<file path="src/rtl/mem_stage_bus.sv">
// Memory stage with a req/ack bus master and the MEM/WB output register.
// Misaligned accesses and timed-out accesses both leave a bubble in MEM/WB.
module mem_stage_bus #(
  parameter int DATA_W    = 32,
  parameter int ADDR_W    = 32,
  parameter int BASE_ADDR = 1024,
  parameter int TIMEOUT   = 16
) (
  input  logic                clk,
  input  logic                rst,
  input  logic                wb_en_in,
  input  logic                mem_r_en_in,
  input  logic                mem_w_en_in,
  input  logic [DATA_W-1:0]   alu_res_in,
  input  logic [DATA_W-1:0]   val_rm,
  input  logic [3:0]          dest_in,
  input  logic [1:0]          size_in,
  input  logic                sign_in,
  output logic                freeze,
  output logic                valid_out,
  output logic                wb_en_out,
  output logic                mem_r_en_out,
  output logic [DATA_W-1:0]   alu_res_out,
  output logic [3:0]          dest_out,
  output logic [DATA_W-1:0]   mem_result,
  output logic                align_err,
  output logic                bus_err,
  output logic                bus_req,
  output logic                bus_we,
  output logic [ADDR_W-1:0]   bus_addr,
  output logic [DATA_W-1:0]   bus_wdata,
  output logic [DATA_W/8-1:0] bus_be,
  input  logic [DATA_W-1:0]   bus_rdata,
  input  logic                bus_ack
);

  localparam int BE_W   = DATA_W / 8;
  localparam int LANE_W = $clog2(BE_W);
  localparam int CNT_W  = $clog2(TIMEOUT);

  typedef enum logic {IDLE, BUSY} state_t;

  state_t              state_q, state_d;
  logic [CNT_W-1:0]    cnt_q, cnt_d;
  logic                valid_q, valid_d;
  logic                wb_en_q, wb_en_d;
  logic                mem_r_q, mem_r_d;
  logic [DATA_W-1:0]   alu_q, alu_d;
  logic [3:0]          dest_q, dest_d;
  logic [DATA_W-1:0]   result_q, result_d;
  logic                align_err_q, align_err_d;
  logic                bus_err_q, bus_err_d;
  logic                req_q, req_d;
  logic                we_q, we_d;
  logic [ADDR_W-1:0]   addr_q, addr_d;
  logic [DATA_W-1:0]   wdata_q, wdata_d;
  logic [BE_W-1:0]     be_q, be_d;

  logic                mem_op, is_load, size_word, misaligned, timeout_hit;
  logic [ADDR_W-1:0]   offset;
  logic [LANE_W-1:0]   lane;
  logic [DATA_W-1:0]   rdata_shifted;

  function automatic logic [BE_W-1:0] be_pattern(input logic [1:0] size,
                                                  input logic [LANE_W-1:0] ln);
    logic [BE_W-1:0] pat;
    case (size)
      2'b10:   pat = BE_W'(1);
      2'b01:   pat = BE_W'(3);
      default: pat = BE_W'(15);
    endcase
    return pat << ln;
  endfunction

  function automatic logic [DATA_W-1:0] store_data(input logic [1:0] size,
                                                   input logic [DATA_W-1:0] val);
    case (size)
      2'b10:   return {BE_W{val[7:0]}};
      2'b01:   return {(DATA_W/16){val[15:0]}};
      default: return val;
    endcase
  endfunction

  // Mask off the access width, then fill the upper bits with the sign if asked.
  function automatic logic [DATA_W-1:0] load_extend(input logic [DATA_W-1:0] raw,
                                                    input logic [1:0] size,
                                                    input logic sx);
    logic [DATA_W-1:0] mask;
    logic              msb;
    logic [DATA_W-1:0] ext;
    case (size)
      2'b10: begin
        mask = {DATA_W{1'b1}} >> (DATA_W - 8);
        msb  = raw[7];
      end
      2'b01: begin
        mask = {DATA_W{1'b1}} >> (DATA_W - 16);
        msb  = raw[15];
      end
      default: begin
        mask = {DATA_W{1'b1}} >> (DATA_W - 32);
        msb  = raw[31];
      end
    endcase
    ext = raw & mask;
    if (sx && msb) ext = ext | ~mask;
    return ext;
  endfunction

  assign mem_op        = mem_r_en_in | mem_w_en_in;
  assign is_load       = mem_r_en_in & ~mem_w_en_in;
  assign offset        = ADDR_W'(alu_res_in) - ADDR_W'(BASE_ADDR);
  assign lane          = offset[LANE_W-1:0];
  assign size_word     = (size_in == 2'b00) || (size_in == 2'b11);
  assign misaligned    = mem_op && ((size_word && (lane[1:0] != 2'b00)) ||
                                    ((size_in == 2'b01) && lane[0]));
  assign timeout_hit   = (state_q == BUSY) && !bus_ack && (cnt_q == CNT_W'(TIMEOUT - 1));
  assign rdata_shifted = bus_rdata >> {lane, 3'b000};

  assign freeze = (state_q == IDLE) ? (mem_op & ~misaligned) : (~bus_ack & ~timeout_hit);

  always_comb begin
    state_d     = state_q;
    cnt_d       = cnt_q;
    valid_d     = 1'b0;
    wb_en_d     = 1'b0;
    mem_r_d     = 1'b0;
    alu_d       = '0;
    dest_d      = '0;
    result_d    = '0;
    align_err_d = 1'b0;
    bus_err_d   = 1'b0;
    req_d       = req_q;
    we_d        = we_q;
    addr_d      = addr_q;
    wdata_d     = wdata_q;
    be_d        = be_q;
    case (state_q)
      IDLE: begin
        if (!mem_op) begin
          valid_d = 1'b1;
          wb_en_d = wb_en_in;
          alu_d   = alu_res_in;
          dest_d  = dest_in;
        end else if (misaligned) begin
          align_err_d = 1'b1;
        end else begin
          state_d = BUSY;
          cnt_d   = '0;
          req_d   = 1'b1;
          we_d    = mem_w_en_in;
          addr_d  = {offset[ADDR_W-1:LANE_W], {LANE_W{1'b0}}};
          wdata_d = store_data(size_in, val_rm);
          be_d    = be_pattern(size_in, lane);
        end
      end
      BUSY: begin
        if (bus_ack || timeout_hit) begin
          state_d = IDLE;
          cnt_d   = '0;
          req_d   = 1'b0;
          we_d    = 1'b0;
          addr_d  = '0;
          wdata_d = '0;
          be_d    = '0;
        end else begin
          cnt_d = cnt_q + 1'b1;
        end
        // Ack takes priority over a timeout landing in the same cycle.
        if (bus_ack) begin
          valid_d  = 1'b1;
          wb_en_d  = wb_en_in;
          mem_r_d  = is_load;
          alu_d    = alu_res_in;
          dest_d   = dest_in;
          result_d = is_load ? load_extend(rdata_shifted, size_in, sign_in) : '0;
        end else if (timeout_hit) begin
          bus_err_d = 1'b1;
        end
      end
      default: state_d = IDLE;
    endcase
  end

  always_ff @(posedge clk or negedge rst) begin
    if (!rst) begin
      state_q     <= IDLE;
      cnt_q       <= '0;
      valid_q     <= 1'b0;
      wb_en_q     <= 1'b0;
      mem_r_q     <= 1'b0;
      alu_q       <= '0;
      dest_q      <= '0;
      result_q    <= '0;
      align_err_q <= 1'b0;
      bus_err_q   <= 1'b0;
      req_q       <= 1'b0;
      we_q        <= 1'b0;
      addr_q      <= '0;
      wdata_q     <= '0;
      be_q        <= '0;
    end else begin
      state_q     <= state_d;
      cnt_q       <= cnt_d;
      valid_q     <= valid_d;
      wb_en_q     <= wb_en_d;
      mem_r_q     <= mem_r_d;
      alu_q       <= alu_d;
      dest_q      <= dest_d;
      result_q    <= result_d;
      align_err_q <= align_err_d;
      bus_err_q   <= bus_err_d;
      req_q       <= req_d;
      we_q        <= we_d;
      addr_q      <= addr_d;
      wdata_q     <= wdata_d;
      be_q        <= be_d;
    end
  end

  assign valid_out    = valid_q;
  assign wb_en_out    = wb_en_q;
  assign mem_r_en_out = mem_r_q;
  assign alu_res_out  = alu_q;
  assign dest_out     = dest_q;
  assign mem_result   = result_q;
  assign align_err    = align_err_q;
  assign bus_err      = bus_err_q;
  assign bus_req      = req_q;
  assign bus_we       = we_q;
  assign bus_addr     = addr_q;
  assign bus_wdata    = wdata_q;
  assign bus_be       = be_q;

endmodule

</file>
<file path="config.mk">
export PLATFORM = sky130hd
export DESIGN_NAME = mem_stage_bus
export DESIGN_NICKNAME = d
export VERILOG_FILES = /design/src/rtl/mem_stage_bus.sv
export SDC_FILE = /design/constraint.sdc
export NUM_CORES = 1
export LEC_CHECK = 0
export ABC_CLOCK_PERIOD_IN_PS = 1800
export CORE_MARGIN = 5
export CORE_UTILIZATION = 41
export CTS_BUF_LIST = sky130_fd_sc_hd__clkbuf_8
export DETAILED_ROUTE_END_ITERATION = 8
export PLACE_DENSITY = 0.79
export SLEW_MARGIN = 10
export SYNTH_ARGS = -nofsm -noshare
export SYNTH_HDL_FRONTEND = slang
export SYNTH_SLANG_ARGS = --single-unit
</file>
<file path="constraint.sdc">
create_clock -name clk -period 1.8 [get_ports clk]
set_clock_uncertainty 0.15 [all_clocks]
set_input_delay 0.27 -clock clk [delete_from_list [all_inputs] [get_ports clk]]
set_output_delay 0.27 -clock clk [all_outputs]
set_load 0.005 [all_outputs]
</file>
Word level (Yosys, flattened, before mapping)
Index checks and enable logic that the tools add are counted.

operators by class
  add/subtract/negate cells = 2
  multiply operators = 0
  div/mod/pow operators = 0
  magnitude comparators = 0
  equal/unequal tests = 7
  shift-type cells = 2
  mux-type cells = 62
  bitwise logic cells = 12
  reduce and logical (&&, ||, !) cells = 14

operators by type and width
  operator                number
  $mux 32                 13
  $pmux 32 s2             5
  $mux 4                  11
  $and 32x32->32          1
  $not 32->32             1
  $or 32x32->32           1
  $pmux 4 s2              4
  $shr 32x5->32           1
  $sub 32x11->32 const B  1
  $mux 1                  23
  $pmux 1 s2              6
  $logic_and 1x1->1       6
  $not 1->1               5
  $add 4x1->4 const B     1
  $eq 2x2->1 const B      2
  $eq 4x4->1 const B      1
  $ne 2x2->1 const B      2
  $shl 4x2->4             1
  $and 1x1->1             3
  $logic_or 1x1->1        3
  $reduce_and 3->1        1
  $eq 2x1->1 const B      1
  $logic_not 2->1         1
  $ne 2x1->1 const B      1
  other kinds (4)         4

storage, ports and cells
  flip-flop bits (word level) = 148
  bits in latches = 0
  memory bits (writable) = 0
  memory bits (read-only) = 0
  bits of input ports = 109
  output and inout port bits = 144
  logic and storage cells = 114
  memories = 0

Longest topological paths before layout
Gate-level depths: netlist (run 1).

  depth in word-level cells = 12
  gate-level depth with buffers = 10
  gate-level depth less buffers = 7

Worst setup path after synthesis (run 1)
Ideal clock, no wire load.

  kind = input-to-reg
  from = input port size_in[0]
  to = register addr_q[25] (netlist: bus_addr[25])
  setup time = 0.134 ns
  data arrival time = 1.832 ns
  required time = 1.516 ns
  path slack = -0.316 ns
  stages = 10
  path buffers = 3
  cell sequence = inv_1 > ha_1 > o21ai_0 > a31oi_1 > or2_2 > clkbuf_1 > buf_2 > buf_2 > nand2_1 > o21ai_0

on the way
  longest elaborated chain between the ends = 7
  elaborated cells between the ends (all ways) = 10
  classes of those cells = eq/ne (3); reduce/logical (7)

RTL lines
  what                                                  RTL line  source
  start: declaration                                    17        input logic [1:0] size_in,
  $eq 2x2->1 / $logic_not 2->1 (equally long branches)  114       assign size_word = (size_in == 2'b00) || (size_in == 2'b11);
  $logic_or 1x1->1                                      114
  $logic_and 1x1->1                                     115       assign misaligned = mem_op && ((size_word && (lane[1:0] != 2'b00)) ||
  $logic_or 1x1->1 (*)                                  115
  $logic_and 1x1->1 (*)                                 115
  $ne 2x2->1 (no source line) (*)                       --
  $reduce_and 3->1 (no source line) (*)                 --
  end signal: assignment                                215       addr_q <= addr_d;
  end: declaration                                      55        logic [ADDR_W-1:0] addr_q, addr_d;

Every way passes the cells marked *; elsewhere a longest branch is shown, timed or not.
A chain may end at the register's enable or synchronous reset.

Final worst setup path (run 1)
  from = register cnt_q[1]
  to = register addr_q[5] (netlist: bus_addr[5])

on the way
  longest elaborated chain between the ends = 5

RTL lines
  what                               RTL line  source
  start: declaration                 44        logic [CNT_W-1:0] cnt_q, cnt_d;
  start signal: assignment           204       cnt_q <= cnt_d;
  $eq 4x4->1                         117       assign timeout_hit = (state_q == BUSY) && !bus_ack && (cnt_q == CNT_W'(TIMEOUT - 1));
  $logic_and 1x1->1                  117
  $logic_or 1x1->1                   158       if (bus_ack || timeout_hit) begin
  $ne 2x1->1 (no source line)        --
  $reduce_and 3->1 (no source line)  --

No other way between the ends.

==> reports/qor.txt, run 1 <==
Async SR Flop Fraction: 1.00
Residual DRC: 0
Top cells by area, synth: dfrtp_1 58%, nor2b_1 6.1%, nand2_1 5.9%
Finished Cell Area: 11,200 sq um
Top_reg_cell synth: dfrtp_1
H-Tree Depth: 4
Post-synthesis xor/xnor area fraction: 0.0290
Overall die width: 134 um
Die ar.: 18,100 sq um
Num rows: 45
Commonest non-fill, non-tap cell in the layout: clkdlybuf4s50_1
Critical Path RT: 1.99 ns
Worst-path clk slew: 0.09 ns
Final setup margin: -0.0587 ns
Drt via density: 5.24
ANT cells: 0
Worst skew pair latency: 0.44 ns
Initial antenna violation count: 0
Critical path fanouts, max: 9
Worst path cell trace: ha_2 > nand3_4 > nor2b_4 > or2_4 > buf_6 > buf_8 > a22o_1
Share of cells above drive strength 1: 0.284
CP max stage cell: dfrtp_1
Minimum clock period: 1.86 ns
DP Wirelength: 15,100 um
Commonest cells after routing, fill and taps aside: 192 x clkdlybuf4s50_1, 145 x dfrtp_1, 108 x buf_4
Critical path's largest stage delay: 0.36 ns
Leak: 5.67 nW
Yosys reg bits: 146
Slew headroom: 0.583
Total CTS buffers: 17
End-of-flow core utilization: 0.739
Netlist cell types: 43
Sequential area share after synthesis: 0.576
Yosys warns: 0
Mean Syn Cell Area: 10.5 sq um
CTS tree: built
CTS Sinks: 146
Initial DRC Count: 338
Failing checks: setup timing
Worst Path Arrival: 2.05 ns
Via count: 6,081
Net count, final: 1,074
Synth Area in Compound Gates: 0.132
Synth Cell Area: 6350 sq um
Syn-to-layout area delta: 77.1%
Largest family of logic cells by synthesized area: simple AND/OR/NAND/NOR gates
Vias in the first global route: 6,131
CTS Buffer Depth: 2
CP bufs+invs: 2
Worst IR drop on VDD: 0.621 mV
Worst setup SP type: flip-flop
Peak Freq: 0.538 GHz
Ratio of final minimum period to clock period: 1.03
Setup TNS: -0.805 ns
First-pass GRT wire length: 32,900 um
Crit path max-delay family: simple AND/OR/NAND/NOR gates
Cell taking the most area after synthesis: dfrtp_1
Setup Viol. Count Final: 33
Synth top area share: 0.576
Total gr overflow: 0
IO Pins: 253
Final GP Congestion: 0.819
CP Class: reg2reg
Final slew viol count: 0
Max Cap Violations: 0
Drt pass-1 iters: 4
Measured slew at the worst slew-check pin: 0.624 ns
Post-synthesis adder-cell area fraction: 0.00986
Vert. Die Dim: 134 um
PwrDens: 964 nW/um^2
Worst Hold Class: in2reg
Status: finished, violations left
Starting Density: 0.417
Aggregate global-route resource usage: 0.234
Core area: 15,200 sq um
Mux cell area share after synthesis: 0.0284
Routed wire length per instance: 20.0 um
Cells after Synth: 603
CP endpoint kind: flip-flop
Dpl cell area: 9730 sq um
Simple-Gate Fraction of Synth Area: 0.191
RSZ-0062 raised after global routing: true
Post-DRT Antenna Nets: 0
Largest net degree at the start of global routing: 47
Final hold violation count: 0
# port buffers: 250
WL final: 23,200 um
Root buffer cell: clkbuf_8
Number of flops mapped to enable cells by yosys: 0
[final timing paths]
path | startpoint | endpoint | slack [ns] | depth (start not counted)
setup / recovery | cnt_q[1]$_DFFE_PN0P_ | bus_addr[5]$_DFFE_PN0P_ | -0.06 | 7
hold / removal | alu_res_in[26] | alu_res_out[26]$_DFF_PN0_ | 0.09 | 2
setup reg to reg | cnt_q[1]$_DFFE_PN0P_ | bus_addr[5]$_DFFE_PN0P_ | -0.06 | 7
hold reg to reg | bus_be[2]$_DFFE_PN0P_ | bus_be[2]$_DFFE_PN0P_ | 0.33 | 1
max in group asynchronous | rst | bus_be[2]$_DFFE_PN0P_ | 0.73 | 3
min in group asynchronous | rst | bus_wdata[10]$_DFFE_PN0P_ | 0.16 | 2
[metal layers]
layer,GRT usage,wire length (um)
met3,0.102,2230
met2,0.399,11700
met4,0.0662,434
met5,0,0
met1,0.270,8810
[final cells by class]
class / instances / area [sq um]
fillers: 1004 / 3960
multi-input cells: 409 / 3060
well taps: 188 / 235
flip-flops and latches: 146 / 3650
repair buffers: 379 / 3830
clock inverters: 12 / 155
inverters: 7 / 28.8
clock buffers: 20 / 275
[cells by family (layout without fill, tap and decap cells)]
logic type                 Yosys count  after routing
and+or+nand+nor                    235            236
DFF                                146            146
AOI/OAI and AO/OA                  126            127
buffers and inverters               51            418
xor gates and xnor gates            21             21
muxes                               18             18
adders and majority gates            5              5
other                                1              2
[state kept, by name, summed over array words and instances (netlist names), 4 cells and up]
signal	cells
alu_res_out	32
mem_result	32
bus_addr	30
cnt_q	4
dest_out	4
bus_wdata	32
bus_be	4
[where the power goes]
group	internal, W	switching [W]
combinational	0.00223	0.00170
sequential	0.00379	0.000318
clock	0.00149	0.00132
[timing repair]
action / 4_1_cts / 5_1_grt
gates resized for setup: 48 / 172
hold buffers: 1 / 0
hold endpoints to repair: 131 / 0
endpoints found under the setup margin: 114 / 142
pin swaps: 14 / 35
gates cloned: 6 / 8
setup buffers: 6 / 20
[metrics by stage]
| step | setup WS, ns | hold WS (ns) | std cells | total power [W] |
|---|---|---|---|---|
| after floorplan | -0.191 | -0.176 | 604 | 0.00510 |
| after global placement | -0.739 | 0.0696 | 1089 | 0.00693 |
| after detailed placement | -0.757 | 0.0770 | 1089 | 0.00699 |
| after CTS | -0.123 | 0.0678 | 1134 | 0.0101 |
| after global routing | -0.130 | 0.0727 | 1161 | 0.0113 |
| final | -0.0587 | 0.0887 | 1161 | 0.0108 |
[synth_stat cells (2+ instances only)]
cell type	number
xnor2_1	14
or3_1	3
nand2b_1	3
nor2b_1	62
nor3b_1	8
nand4b_1	2
o41ai_1	2
nor3_1	9
buf_2	8
buf_4	2
buf_1	4
a21oi_1	9
clkbuf_1	30
a22o_1	18
or4_4	2
nor4_1	4
nand3_1	10
dfrtp_1	146
a221oi_1	8
a211oi_1	16
or2_2	10
mux2i_1	18
nand2_1	100
inv_1	7
and2_1	4
o31ai_1	18
a21o_1	2
ha_1	5
o21ai_0	47
xor2_1	7
nor2_1	13
No activity file was read; power rests on OpenSTA's default activity.
==> inputs of run 2 (changes only) <==
--- a/config.mk
+++ b/config.mk
@@ -7,10 +7,11 @@
 export LEC_CHECK = 0
 export ABC_CLOCK_PERIOD_IN_PS = 1800
 export CORE_MARGIN = 5
-export CORE_UTILIZATION = 41
+export CORE_UTILIZATION = 50
 export CTS_BUF_LIST = sky130_fd_sc_hd__clkbuf_8
 export DETAILED_ROUTE_END_ITERATION = 8
-export PLACE_DENSITY = 0.79
+export DONT_BUFFER_PORTS = 1
+export PLACE_DENSITY = 0.68
 export SLEW_MARGIN = 10
 export SYNTH_ARGS = -nofsm -noshare
 export SYNTH_HDL_FRONTEND = slang
==> run 2 against run 1 <==
Net effect: the run ends with hold timing left; combinational power decreased by 48%; clock-buffer cell count decreased by 1; register-to-register slack better by 0.08 ns; first-iteration DRC count is 16% higher; sequential power is 4% higher; clock power decreased by 11%; critical path type unchanged; highest routed layer unchanged.
==> reports/qor.txt, run 2 (synthesis results as in run 1) <==
Status: finished, violations left
Failing checks: hold timing
Critical path fanouts, max: 5 (-4)
Critical Path RT: 2.02 ns (+0.03 ns)
Minimum clock period: 1.78 ns (-0.0778 ns)
Routed wire length per instance: 22.2 um (+11%)
Hold slack: -0.632 ns (-0.721 ns)
CP endpoint kind: flip-flop
Root buffer cell: clkbuf_8
End-of-flow core utilization: 0.698 (-0.0413)
Net count, final: 845 (-21%)
Num rows: 41 (-8.9%)
CTS Sinks: 146 (unchanged)
Fillers: 902 (-10%)
Core area: 12,500 sq um (-18%)
Via count: 5,317 (-13%)
CTS tree: built
Starting Density: 0.507 (+0.0895)
Worst Path Arrival: 2.00 ns (-0.05 ns)
H-Tree Depth: 4 (unchanged)
Total CTS buffers: 17 (unchanged)
Multi-input logic area: 2900 sq um (-5.4%)
Commonest non-fill, non-tap cell in the layout: dfrtp_1
Syn-to-layout area delta: 37.7%
CTS Buffer Depth: 2 (unchanged)
Final GP Congestion: 0.842 (+2.9%)
Largest net degree at the start of global routing: 147 (+210%)
DP Wirelength: 12,000 um (-20%)
WL final: 20,300 um (-12%)
RSZ-0062 raised after global routing: true
Vias in the first global route: 5,316 (-13%)
FF/Latch Area: 3650 sq um (unchanged)
Slew headroom: 0.299 (-0.284)
Final hold violation count: 146 (+146)
Met2 wire length: 10,200 um (-13%)
PwrDens: 1000 nW/um^2 (+4.2%)
IO Pins: 253 (unchanged)
Reg2reg path depth: 7 (unchanged)
Reg2reg setup slack: 0.02 ns (+0.08 ns)
Share of cells above drive strength 1: 0.183 (-0.101)
First-pass GRT wire length: 29,000 um (-12%)
Die ar.: 15,000 sq um (-17%)
Drt pass-1 iters: 5 (+1)
Initial DRC Count: 393 (+16%)
WL met1: 7330 um (-17%)
Commonest cells after routing, fill and taps aside: 145 x dfrtp_1, 115 x dlygate4sd3_1, 82 x nand2_1
Aggregate global-route resource usage: 0.251 (+0.0163)
Total power: 0.00878 W (-19%)
Vert. Die Dim: 123 um (-8.7%)
CP Class: reg2reg
Measured slew at the worst slew-check pin: 1.05 ns (+0.428 ns)
Total gr overflow: 0 (unchanged)
Setup Viol. Count Final: 0 (-100%)
Residual DRC: 0 (unchanged)
Worst Hold Class: in2async
Final slew viol count: 0 (unchanged)
Worst-path clk slew: 0.08 ns (about the same)
Drt via density: 5.81 (+11%)
Max Cap Violations: 0 (unchanged)
Post-DRT Antenna Nets: 0 (unchanged)
Overall die width: 123 um (-8.7%)
Hold_buf cts: 116 (+115)
Worst skew pair latency: 0.43 ns (about the same)
Setup TNS: 0 ns (+0.805 ns)
Peak Freq: 0.562 GHz (+4.4%)
Worst r2r dst: bus_be[2]$_DFFE_PN0P_
Leak: 3.90 nW (-31%)
Ratio of final minimum period to clock period: 0.989 (-0.0432)
Met3 Wirelength: 2170 um (-2.9%)
ANT cells: 0 (unchanged)
Initial antenna violation count: 0 (unchanged)
RR Startpoint: cnt_q[0]$_DFFE_PN0P_
# port buffers: 0 (-100%)
DR top layer: met4
Worst setup SP type: flip-flop
Worst IR drop on VDD: 0.439 mV (-29%)
run 2: how the worst max path moves through the flow:
stage,from,endpoint,cells past startpoint
finish,cnt_q[0]$_DFFE_PN0P_,bus_be[2]$_DFFE_PN0P_,7
global route,cnt_q[0]$_DFFE_PN0P_,bus_be[1]$_DFFE_PN0P_,6
CTS,cnt_q[1]$_DFFE_PN0P_,bus_wdata[31]$_DFFE_PN0P_,6
detailed placement,alu_res_in[26],bus_addr[31]$_DFFE_PN0P_,5
global placement,alu_res_in[26],bus_addr[31]$_DFFE_PN0P_,5
floorplan,alu_res_in[26],bus_addr[31]$_DFFE_PN0P_,5
run 2: cell type report:
type | instances | share of cell area
clock buffer | 19 | 0.0299
clock inverter | 12 | 0.0126
inverter | 7 | 0.00329
multi-input combinational | 408 | 0.332
sequential | 146 | 0.418
tap | 172 | 0.0246
timing repair buffer | 151 | 0.180
run 2: critical path, stage by stage, from the launching register on:
cell	delay (ns)
dfrtp_1	0.41
ha_4	0.17
nand3_4	0.09
nor2b_4	0.16
or2_4	0.28
buf_6	0.14
a2111oi_4	0.20
a21o_1	0.12
run 2: metrics by stage:
step                      instance area (sq um)  worst slack [ns]  std cells
after floorplan                            6470            -0.191        604
after global placement                     6700            -0.189        756
after detailed placement                   6700            -0.237        756
after CTS                                  8330          -0.00413        906
after global routing                       8740           -0.0449        915
final                                      8740            0.0191        915
run 2: per-layer routing:
layer	up-vias	track usage
met2	294	0.410
met3	54	0.109
li1	2336	-
met1	2633	0.290
met4	0	0.0980
met5	-	0
run 2: report_power, final:
part / total, W / switching, W / internal, W
clock: 0.00248 / 0.00132 / 0.00116
sequential: 0.00428 / 0.000492 / 0.00379
combinational: 0.00202 / 0.00100 / 0.00101
total: 0.00878 / 0.00281 / 0.00597
run 2: repair_timing:
item,in CTS,in global routing
buffers inserted,3,4
endpoints found under the hold margin,284,146
resized for setup,11,60
setup endpoints to repair,33,75
gates cloned,0,5
pin swaps,2,17
